--- src/rtl/pipeline_hazard_ctrl.sv ---
// Hazard and sequencing control for the 5-stage core: forwarding selects, load-use stall,
// branch flushes and a saturating stall counter, driven by destination tags shadowing EX/MEM/WB.
module pipeline_hazard_ctrl #(
    parameter int unsigned REG_W      = 5,
    parameter int unsigned DELAY_SLOT = 1,
    parameter int unsigned CNT_W      = 16
) (
    input  logic             clk,
    input  logic             rst_n,
    input  logic             id_valid,
    input  logic [REG_W-1:0] id_r1,
    input  logic [REG_W-1:0] id_r2,
    input  logic [1:0]       id_sr,
    input  logic [REG_W-1:0] id_rd,
    input  logic             id_rf_le,
    input  logic             id_load,
    input  logic             ex_branch_taken,
    output logic             stall,
    output logic             flush_if,
    output logic             flush_id,
    output logic [1:0]       fwd_a,
    output logic [1:0]       fwd_b,
    output logic [CNT_W-1:0] stall_cnt
);

    localparam bit HAS_DELAY_SLOT = (DELAY_SLOT != 0);

    localparam logic [1:0] SEL_RF  = 2'b00;
    localparam logic [1:0] SEL_EX  = 2'b01;
    localparam logic [1:0] SEL_MEM = 2'b10;
    localparam logic [1:0] SEL_WB  = 2'b11;

    // The load flag only matters while the producer is in EX (its data is not ready yet).
    typedef struct packed {
        logic             v;
        logic             ld;
        logic [REG_W-1:0] rd;
    } ex_tag_t;

    typedef struct packed {
        logic             v;
        logic [REG_W-1:0] rd;
    } tag_t;

    ex_tag_t ex_q;
    tag_t    mem_q;
    tag_t    wb_q;

    logic load_use;

    function automatic logic hits(input logic v, input logic [REG_W-1:0] rd,
                                  input logic [REG_W-1:0] src);
        return v && (rd == src) && (src != '0);
    endfunction

    // Youngest producer wins; an in-flight load in EX has nothing to forward yet.
    function automatic logic [1:0] fwd_sel(input logic use_src, input logic [REG_W-1:0] src,
                                           input ex_tag_t ex, input tag_t mem, input tag_t wb);
        logic [1:0] sel;
        sel = SEL_RF;
        if (use_src) begin
            if (hits(ex.v, ex.rd, src)) begin
                sel = ex.ld ? SEL_RF : SEL_EX;
            end else if (hits(mem.v, mem.rd, src)) begin
                sel = SEL_MEM;
            end else if (hits(wb.v, wb.rd, src)) begin
                sel = SEL_WB;
            end
        end
        return sel;
    endfunction

    always_comb begin
        load_use = 1'b0;
        stall    = 1'b0;
        flush_if = 1'b0;
        flush_id = 1'b0;
        fwd_a    = SEL_RF;
        fwd_b    = SEL_RF;

        load_use = id_valid && ex_q.v && ex_q.ld &&
                   ((id_sr[0] && hits(ex_q.v, ex_q.rd, id_r1)) ||
                    (id_sr[1] && hits(ex_q.v, ex_q.rd, id_r2)));

        if (rst_n) begin
            // A taken branch overrides the stall: ID is either squashed or a delay slot.
            stall    = load_use && !ex_branch_taken;
            flush_if = ex_branch_taken;
            flush_id = (load_use && !ex_branch_taken) || (ex_branch_taken && !HAS_DELAY_SLOT);
            fwd_a    = fwd_sel(id_sr[0], id_r1, ex_q, mem_q, wb_q);
            fwd_b    = fwd_sel(id_sr[1], id_r2, ex_q, mem_q, wb_q);
        end
    end

    // Tag shift register; EX takes a bubble whenever ID is held or squashed.
    always_ff @(posedge clk or negedge rst_n) begin
        if (!rst_n) begin
            ex_q  <= '0;
            mem_q <= '0;
            wb_q  <= '0;
        end else begin
            wb_q  <= mem_q;
            mem_q <= '{v: ex_q.v, rd: ex_q.rd};
            if (stall || flush_id) begin
                ex_q <= '0;
            end else begin
                ex_q <= '{v: id_valid && id_rf_le, ld: id_load, rd: id_rd};
            end
        end
    end

    always_ff @(posedge clk or negedge rst_n) begin
        if (!rst_n) begin
            stall_cnt <= '0;
        end else if (stall && (stall_cnt != '1)) begin
            stall_cnt <= stall_cnt + CNT_W'(1);
        end
    end

    // With a delay slot, a branch coinciding with a load-use hazard lets stale data into EX.
    delay_slot_hazard_chk: assert property (
        @(posedge clk) disable iff (!rst_n)
        !(HAS_DELAY_SLOT && ex_branch_taken && load_use)
    );

endmodule
--- config.mk ---
export PLATFORM = sky130hd
export DESIGN_NAME = pipeline_hazard_ctrl
export DESIGN_NICKNAME = d
export VERILOG_FILES = /design/src/rtl/pipeline_hazard_ctrl.sv
export SDC_FILE = /design/constraint.sdc
export NUM_CORES = 1
export LEC_CHECK = 0
export CAP_MARGIN = 15
export CORE_UTILIZATION = 30
export DETAILED_ROUTE_END_ITERATION = 8
export SETUP_SLACK_MARGIN = 0.3
export SLEW_MARGIN = 15
export SYNTH_ARGS = -nofsm -noshare
export SYNTH_HDL_FRONTEND = slang
export SYNTH_SLANG_ARGS = --single-unit
--- constraint.sdc ---
create_clock -name clk -period 2.99 [get_ports clk]
set_input_delay 0.598 -clock clk [delete_from_list [all_inputs] [get_ports clk]]
set_output_delay 0.598 -clock clk [all_outputs]
set_load 0.005 [all_outputs]
* Yosys cells after proc, flatten, opt, wreduce, memory -nomap -nowiden *
Cells that the tools add are included.

word-level totals
  register bits after elaboration = 35
  input bits = 23
  output and inout bits = 23

operators by class
  add/subtract/negate cells = 1
  equality and inequality tests = 7
  muxes and demuxes = 14
  reductions and logical operators = 24

operator list
  operator                 number
  $eq A5 B5 Y1             6
  $logic_and A1 B1 Y1      20
  $mux W2                  10
  $add A16 B1 Y16 const B  1
  $ne A16 B16 Y1 const B   1
  $reduce_bool A5 Y1       2
  $mux W7                  1
  $mux W1                  3
  $logic_not A1 Y1         1
  $logic_or A1 B1 Y1       1

* Logic depth before layout (Yosys ltp) *
Gate-level depths: netlist of the first run.

  depth after elaboration = 9
  depth in mapped cells = 7
  depth with buffers taken out = 7

* Worst setup path after synthesis of the first run *
No wires, ideal clock.

  path type = input -> output
  start = input port id_r2[1]
  end = output port stall
  data arrival time = 1.938 ns
  data required time = 2.392 ns
  slack = 0.454 ns
  stages = 6
  path buffers = 1
  cells stage by stage = or4_1 > nor2_2 > nor3_2 > a22oi_4 > nor2_1 > buf_4

on the way
  longest elaborated chain between the ends = 8
  elaborated cells between the ends (all ways) = 9

ends and longest elaborated chain
  element                RTL line  source
  from (decl)            12        input logic [REG_W-1:0] id_r2,
  $eq A5 B5 Y1           53        return v && (rd == src) && (src != '0);
  $logic_and A1 B1 Y1    53
  $logic_and A1 B1 Y1 *  53
  $logic_and A1 B1 Y1 *  83        (id_sr[1] && hits(ex_q.v, ex_q.rd, id_r2)));
  $logic_or A1 B1 Y1 *   82        ((id_sr[0] && hits(ex_q.v, ex_q.rd, id_r1)) ||
  $logic_and A1 B1 Y1 *  81        load_use = id_valid && ex_q.v && ex_q.ld &&
  $logic_and A1 B1 Y1 *  n/a
  $mux W1 *              n/a
  to (decl)              18        output logic stall,

Every way passes the cells marked *; elsewhere a longest branch is shown, timed or not.

* Final worst setup path of the first run *
  start = input port id_r1[2]
  end = output port fwd_a[0]

on the way
  longest elaborated chain between the ends = 8
  elaborated cells between the ends (all ways) = 15

ends and longest elaborated chain
  element                            RTL line  source
  from (decl)                        11        input logic [REG_W-1:0] id_r1,
  $eq A5 B5 Y1                       53
  $logic_and A1 B1 Y1 (2 in series)  53
  $mux W2                            66        end else if (hits(wb.v, wb.rd, src)) begin
  $mux W2                            64        end else if (hits(mem.v, mem.rd, src)) begin
  $mux W2 *                          62        if (hits(ex.v, ex.rd, src)) begin
  $mux W2 *                          61        if (use_src) begin
  $mux W2 *                          85        if (rst_n) begin
  to (decl)                          21        output logic [1:0] fwd_a,

Marks and branches as above.

==> impl_metrics.env, run 1 <==
export IMPL_drt_initial_drc_count=53
export IMPL_final_antenna_net_count=0
export IMPL_ctsHoldBuffers=0
export IMPL_clkSlewWorstSetupHoldPaths_ns=0.08
export IMPL_regArea_um2=875.8
export IMPL_critPathMaxStageDelay_ns=0.55
export IMPL_r2r_start="ex_q[3]"
export IMPL_startpoint_type="input port"
export IMPL_synth_area_leaders="dfrtp_1 (47%), xor2_1 (11%), xnor2_1 (10%)"
export IMPL_rows=28
export IMPL_end_kind="output port"
export IMPL_wl_per_cell_um=14.08
export IMPL_antenna_cells=0
export IMPL_syn_to_final_growth_pct=47.63
export IMPL_initial_core_util=0.3135
export IMPL_postSynthAreaPerCell_um2=11.11
export IMPL_critPathLaunch="id_r1[2]"
export IMPL_final_nets=263
export IMPL_synth_top_area_cell="dfrtp_1"
export IMPL_cpMaxStageDelayCell="or4_4"
export IMPL_synthCells=169
export IMPL_yosysWarningCount=0
export IMPL_cp_required_ns=2.39
export IMPL_dieArea_mm2=0.006580
export IMPL_p_total_mw=1.145
export IMPL_relSlewSlack=0.6311
export IMPL_grt_pass1_vias=1466
export IMPL_grt_overflow_total=0
export IMPL_grt_setup_unrepaired="yes"
export IMPL_synth_top_area_frac=0.4664
export IMPL_numCtsBuffers=5
export IMPL_path_max_fanout=3
export IMPL_multiInputGateArea_mm2=0.001082
export IMPL_final_cells=315
export IMPL_irDropWorstVdd_mv=0.2463
export IMPL_cts_sinks=35
export IMPL_ff2ff_path_depth=7
export IMPL_grt_usage=0.1508
export IMPL_synth_fp_nets=193
export IMPL_status="complete, no violations"
export IMPL_rrSetupSlack_ns=0.83
export IMPL_p_per_area_mw_per_mm2=413.0
export IMPL_fin_util=0.4628
export IMPL_crit_arrival_ns=2.05
export IMPL_insertion_delay_ns=0.29
export IMPL_cts_tree="done"
export IMPL_dieWidth_um=81.12
export IMPL_synth_seq_cells=35
export IMPL_fillCellCount=565
export IMPL_hold_class="input port to asynchronous set/reset pin"
export IMPL_cts_root_buf="clkbuf_8"
export IMPL_drc_errors=0
export IMPL_htreeDepth=2
export IMPL_via_count=1472
export IMPL_drv_slew=0
export IMPL_crit_buf_inv=3
export IMPL_fmax_ghz=0.3770
export IMPL_timing_rr_end="stall_cnt[1]"
export IMPL_synth_area_mm2=0.001878
export IMPL_ioPinCount=46
export IMPL_period_needed_ns=2.653
export IMPL_setup_violations=0
export IMPL_core_mm2=0.005991
export IMPL_leakage_nw=1.188
export IMPL_vias_per_cell=4.673
export IMPL_tightest_slew_ns=0.5493
export IMPL_grt_pass1_wl_mm=7.389
export IMPL_wirelength_mm=4.435
export IMPL_layout_drive_gt1_share=0.3000
export IMPL_antenna_found_initial=0
export IMPL_path_class="input port to output port"
export IMPL_cp_top_family="simple AND/OR/NAND/NOR gates"
export IMPL_hpwlAfterDp_mm=3.315
export IMPL_placed_cells_incl_taps=302
export IMPL_worstPathCellList="buf_6, or4_4, nor2_4, nor4_4, buf_4, a22o_1, nor2b_4, buf_2"
export IMPL_synth_seq_area_share=0.4664
export IMPL_io_buffer_count=45
export IMPL_synth_cell_types=30
export IMPL_hold_viol=0
export IMPL_drt_pass1_iter_count=4
export IMPL_cap_violations=0
export IMPL_clock_path_buffers=2
export IMPL_die_h_um=81.12
export IMPL_fin_skew_ns=0.005838
export IMPL_gp_congestion=0.7982
export IMPL_grt_max_degree=18
export IMPL_fin_crit_sh=0.8872
cell families after synthesis:
| kind of cell | after synthesis | synth area share |
|---|---|---|
| flip-flops | 35 | 0.4664 |
| multiplexers | 1 | 0.007992 |
| XOR/XNOR | 45 | 0.2099 |
| AO/OA/AOI/OAI | 4 | 0.02332 |
| adder cells (fa/ha/maj) | 1 | 0.006661 |
| AND/OR/NAND/NOR | 77 | 0.2672 |
| buffers and inverters | 6 | 0.01865 |
area by class of cell:
| cell class | count | share of cell area |
|---|---|---|
| multi-input cells | 128 | 0.3903 |
| well taps | 75 | 0.03384 |
| clock buffers | 5 | 0.02482 |
| inverters | 3 | 0.004061 |
| repair buffers | 66 | 0.2067 |
| flip-flops and latches | 35 | 0.3159 |
| clock inverters | 3 | 0.02437 |
worst register-to-register path: stages, from the launching register on:
cell	delay [ns]
dfrtp_1	0.43
xnor2_1	0.19
nand4_1	0.20
nor3_4	0.27
a22oi_4	0.14
buf_4	0.22
nor3_2	0.27
mux2_4	0.33
cells in the final DEF, fill, tap and decap left out, types with 2 or more instances in the layout:
master           instances
nor2b_1                  8
buf_6                    5
nor2_1                   8
clkbuf_8                 5
nor4_4                   3
xnor2_1                 17
bufinv_16                2
clkdlybuf4s50_1         28
xnor2_2                  5
clkdlybuf4s15_1          2
or4_4                    2
buf_2                    9
nor4_2                   9
nor3_2                   2
nor2_4                   3
nor4_1                   3
nand4_1                  8
dfrtp_1                 35
inv_1                    3
buf_4                   19
nand3_1                  9
xor2_1                  23
nor3_1                   5
a22o_1                   2
nand2_1                  8
cells in the mapped netlist (all sizes together):
cell type and instances:
dfrtp 35, or3 1, inv 3, nand2 8, or2 1, ha 1
a22o 2, o21ai 1, nand4 8, nor2b 9, nor4b 1, xnor2 22
mux2 1, nor2 11, a22oi 1, xor2 23, or4 3, nor4 15
nand3 9, nor3 8, nand2b 1, buf 3, and3 1, and2 1
routing by layer:
| metal | part of all wire | global-route usage | wire [um] |
|---|---|---|---|
| met1 | 0.46 | 0.2065 | 2036 |
| met2 | 0.49 | 0.2378 | 2170 |
| met3 | 0.032 | 0.02247 | 142 |
| met4 | 0.019 | 0.06071 | 86 |
| met5 | 0 | 0 | 0 |
metrics by stage:
| stage | setup TNS, ns | hold slack [ns] | setup slack, ns | instance area [um^2] |
|---|---|---|---|---|
| 2_1_floorplan | 0 | 0.3024 | 0.4545 | 1878 |
| 4_1_cts | 0 | 0.1808 | 0.2590 | 2711 |
| 3_5_place_dp | -1.802 | 0.4141 | -0.3968 | 2514 |
| 5_1_grt | 0 | 0.1978 | 0.2825 | 2773 |
| 6_report | 0 | 0.1782 | 0.3372 | 2773 |
| 3_3_place_gp | -1.736 | 0.4154 | -0.3407 | 2514 |
flip-flops by register name (all words and copies together) (netlist names):
| name | cells |
|---|---|
| wb_q | 6 |
| mem_q | 6 |
| stall_cnt | 16 |
| ex_q | 7 |
worst max path at each step:
| stage | end | slack (ns) | cells after the start |
|---|---|---|---|
| after floorplan | stall | 0.45 | 6 |
| final | fwd_a[0] | 0.34 | 8 |
| after global placement | fwd_a[0] | -0.34 | 8 |
| after global routing | fwd_b[0] | 0.28 | 8 |
| after CTS | fwd_a[0] | 0.26 | 9 |
| after detailed placement | fwd_a[0] | -0.40 | 8 |
where the power goes:
| group | internal [mW] | total (mW) | switching [mW] |
|---|---|---|---|
| clock | 0.333 | 0.512 | 0.180 |
| combinational | 0.0721 | 0.131 | 0.0588 |
| sequential | 0.486 | 0.502 | 0.0153 |
repair_timing:
item	CTS	global route
setup buffers	3	2
hold endpoints to repair	0	0
resized for setup	68	16
pin swaps	18	12
gates cloned	0	0
endpoints found under the setup margin	6	6
(Power assumes the default switching activity.)
==> run 2: changes to the inputs <==
- CTS_BUF_LIST: unset -> sky130_fd_sc_hd__clkbuf_4 sky130_fd_sc_hd__clkbuf_8
==> results of run 2 <==
The final DEF is identical to that of run 1; final timing and power are the same.
==> run 3: changes to the inputs <==
- CORE_UTILIZATION: 30 -> 39
- PLACE_DENSITY: unset -> 0.65
- clock period: 2.99 -> 2.61 ns (I/O delays scaled with it)
==> impl_metrics.env, run 3 (synthesis results as in run 1) <==
export IMPL_status="complete, but fails checks"
export IMPL_violations="DRC"
export IMPL_stdcell_area_mm2=0.002892
export IMPL_wirelength_mm=4.823
export IMPL_ff2ff_path_depth=7
export IMPL_placed_cells_incl_taps=282
export IMPL_irDropWorstVdd_mv=0.2449
export IMPL_grt_pass1_vias=1592
export IMPL_tightest_slew_ns=1.018
export IMPL_dieWidth_um=71.40
export IMPL_setup_ws_ns=0.08567
export IMPL_fin_crit_sh=0.9672
export IMPL_fmax_ghz=0.3961
export IMPL_drt_pass1_iter_count=6
export IMPL_critPathLaunch="id_r1[2]"
export IMPL_hold_class="input port to asynchronous set/reset pin"
export IMPL_rows=24
export IMPL_numCtsBuffers=5
export IMPL_vias_per_cell=5.250
export IMPL_place_ws_ns=-0.5787
export IMPL_leakage_nw=1.263
export IMPL_gp_congestion=0.8946
export IMPL_cap_violations=0
export IMPL_ioPinCount=46
export IMPL_fin_skew_ns=0.004594
export IMPL_grt_setup_unrepaired="yes"
export IMPL_via_count=1575
export IMPL_htreeDepth=2
export IMPL_cts_root_buf="clkbuf_8"
export IMPL_syn_to_final_growth_pct=53.96
export IMPL_hold_slack_ns=0.3750
export IMPL_startpoint_type="input port"
export IMPL_grt_pass1_wl_mm=7.714
export IMPL_reg_top3="stall_cnt: 16 flops, ex_q: 7 flops"
export IMPL_final_nets=271
export IMPL_path_max_fanout=3
export IMPL_die_h_um=71.40
export IMPL_dieArea_mm2=0.005097
export IMPL_largest_register_ffs=16
export IMPL_placed_cell_area_mm2=0.002520
export IMPL_cts_sinks=35
export IMPL_antenna_found_initial=0
export IMPL_grt_max_degree=17
export IMPL_fin_util=0.6419
export IMPL_drv_slew=0
export IMPL_crit_arrival_ns=2.00
export IMPL_path_class="input port to output port"
export IMPL_largest_register="stall_cnt"
export IMPL_antenna_cells=0
export IMPL_relSlewSlack=0.3165
export IMPL_r2r_start="stall_cnt[0]"
export IMPL_period_needed_ns=2.524
export IMPL_clkSlewWorstSetupHoldPaths_ns=0.07
export IMPL_insertion_delay_ns=0.28
export IMPL_initial_core_util=0.4169
export IMPL_p_per_area_mw_per_mm2=391.8
export IMPL_rrSetupSlack_ns=0.26
export IMPL_wl_per_cell_um=16.08
export IMPL_core_mm2=0.004504
export IMPL_clock_path_buffers=2
export IMPL_cp_required_ns=2.09
export IMPL_hpwlAfterDp_mm=3.444
export IMPL_drt_initial_drc_count=62
export IMPL_hold_viol=0
export IMPL_io_buffer_count=45
export IMPL_p_total_mw=1.133
export IMPL_cts_tree="done"
export IMPL_setup_violations=0
export IMPL_crit_end="flush_id"
export IMPL_grt_usage=0.2008
export IMPL_layout_common_cells="dfrtp_1 (34), clkdlybuf4s50_1 (28), xor2_1 (23), buf_4 (20), xnor2_1 (17)"
export IMPL_final_common_cell="dfrtp_1"
export IMPL_grt_overflow_total=0
export IMPL_ctsHoldBuffers=0
export IMPL_final_antenna_net_count=0
export IMPL_setup_tns_final_ns=0
export IMPL_layout_drive_gt1_share=0.3468
export IMPL_drc_errors=2
export IMPL_end_kind="output port"
export IMPL_final_cells=300
export IMPL_timing_rr_end="stall_cnt[5]"
run 3: how the worst min path moves through the flow:
| stage | startpoint | to | slack, ns | cells past startpoint |
|---|---|---|---|---|
| final | rst_n | stall_cnt[9] | 0.38 | 2 |
| after global routing | rst_n | stall_cnt[9] | 0.39 | 2 |
| after CTS | rst_n | stall_cnt[9] | 0.37 | 2 |
| after detailed placement | mem_q[5] | wb_q[5] | 0.42 | 0 |
| after global placement | ex_q[4] | mem_q[4] | 0.42 | 0 |
| after floorplan | rst_n | ex_q[0] | 0.23 | 0 |
run 3: critical path: stages:
cell	delay (ns)
buf_6	0.09
or4_4	0.54
nor2_4	0.15
nor4_4	0.07
buf_4	0.15
buf_6	0.11
a22oi_4	0.18
nor2_4	0.06
buf_2	0.12
run 3: cell type report:
type	count	area (um^2)
clock buffer	7	83.83
clock inverter	1	5.005
fill	342	1613
inverter	3	11.26
multi-input combinational	128	1175
sequential	35	877.1
tap	52	65.06
timing repair buffer	74	674.4
run 3: power breakdown:
part,leakage [nW],switching (mW),internal (mW)
combinational,0.771,0.0737,0.0904
sequential,0.443,0.0176,0.558
clock,0.0491,0.186,0.208
total,1.26,0.277,0.856
run 3: what timing repair did:
item                                    in CTS  in global routing
pin swaps                                   15                 23
gates resized for setup                     85                 27
cloned                                       0                  0
buffers inserted                             6                  4
endpoints found under the setup margin      23                 18
run 3: routing by layer:
| metal | part of all wire | wire [um] | global-route usage |
|---|---|---|---|
| met1 | 0.44 | 2117 | 0.2564 |
| met3 | 0.040 | 193 | 0.04782 |
| met5 | 0 | 0 | 0 |
| met4 | 0.017 | 81 | 0.06000 |
| met2 | 0.50 | 2430 | 0.3397 |
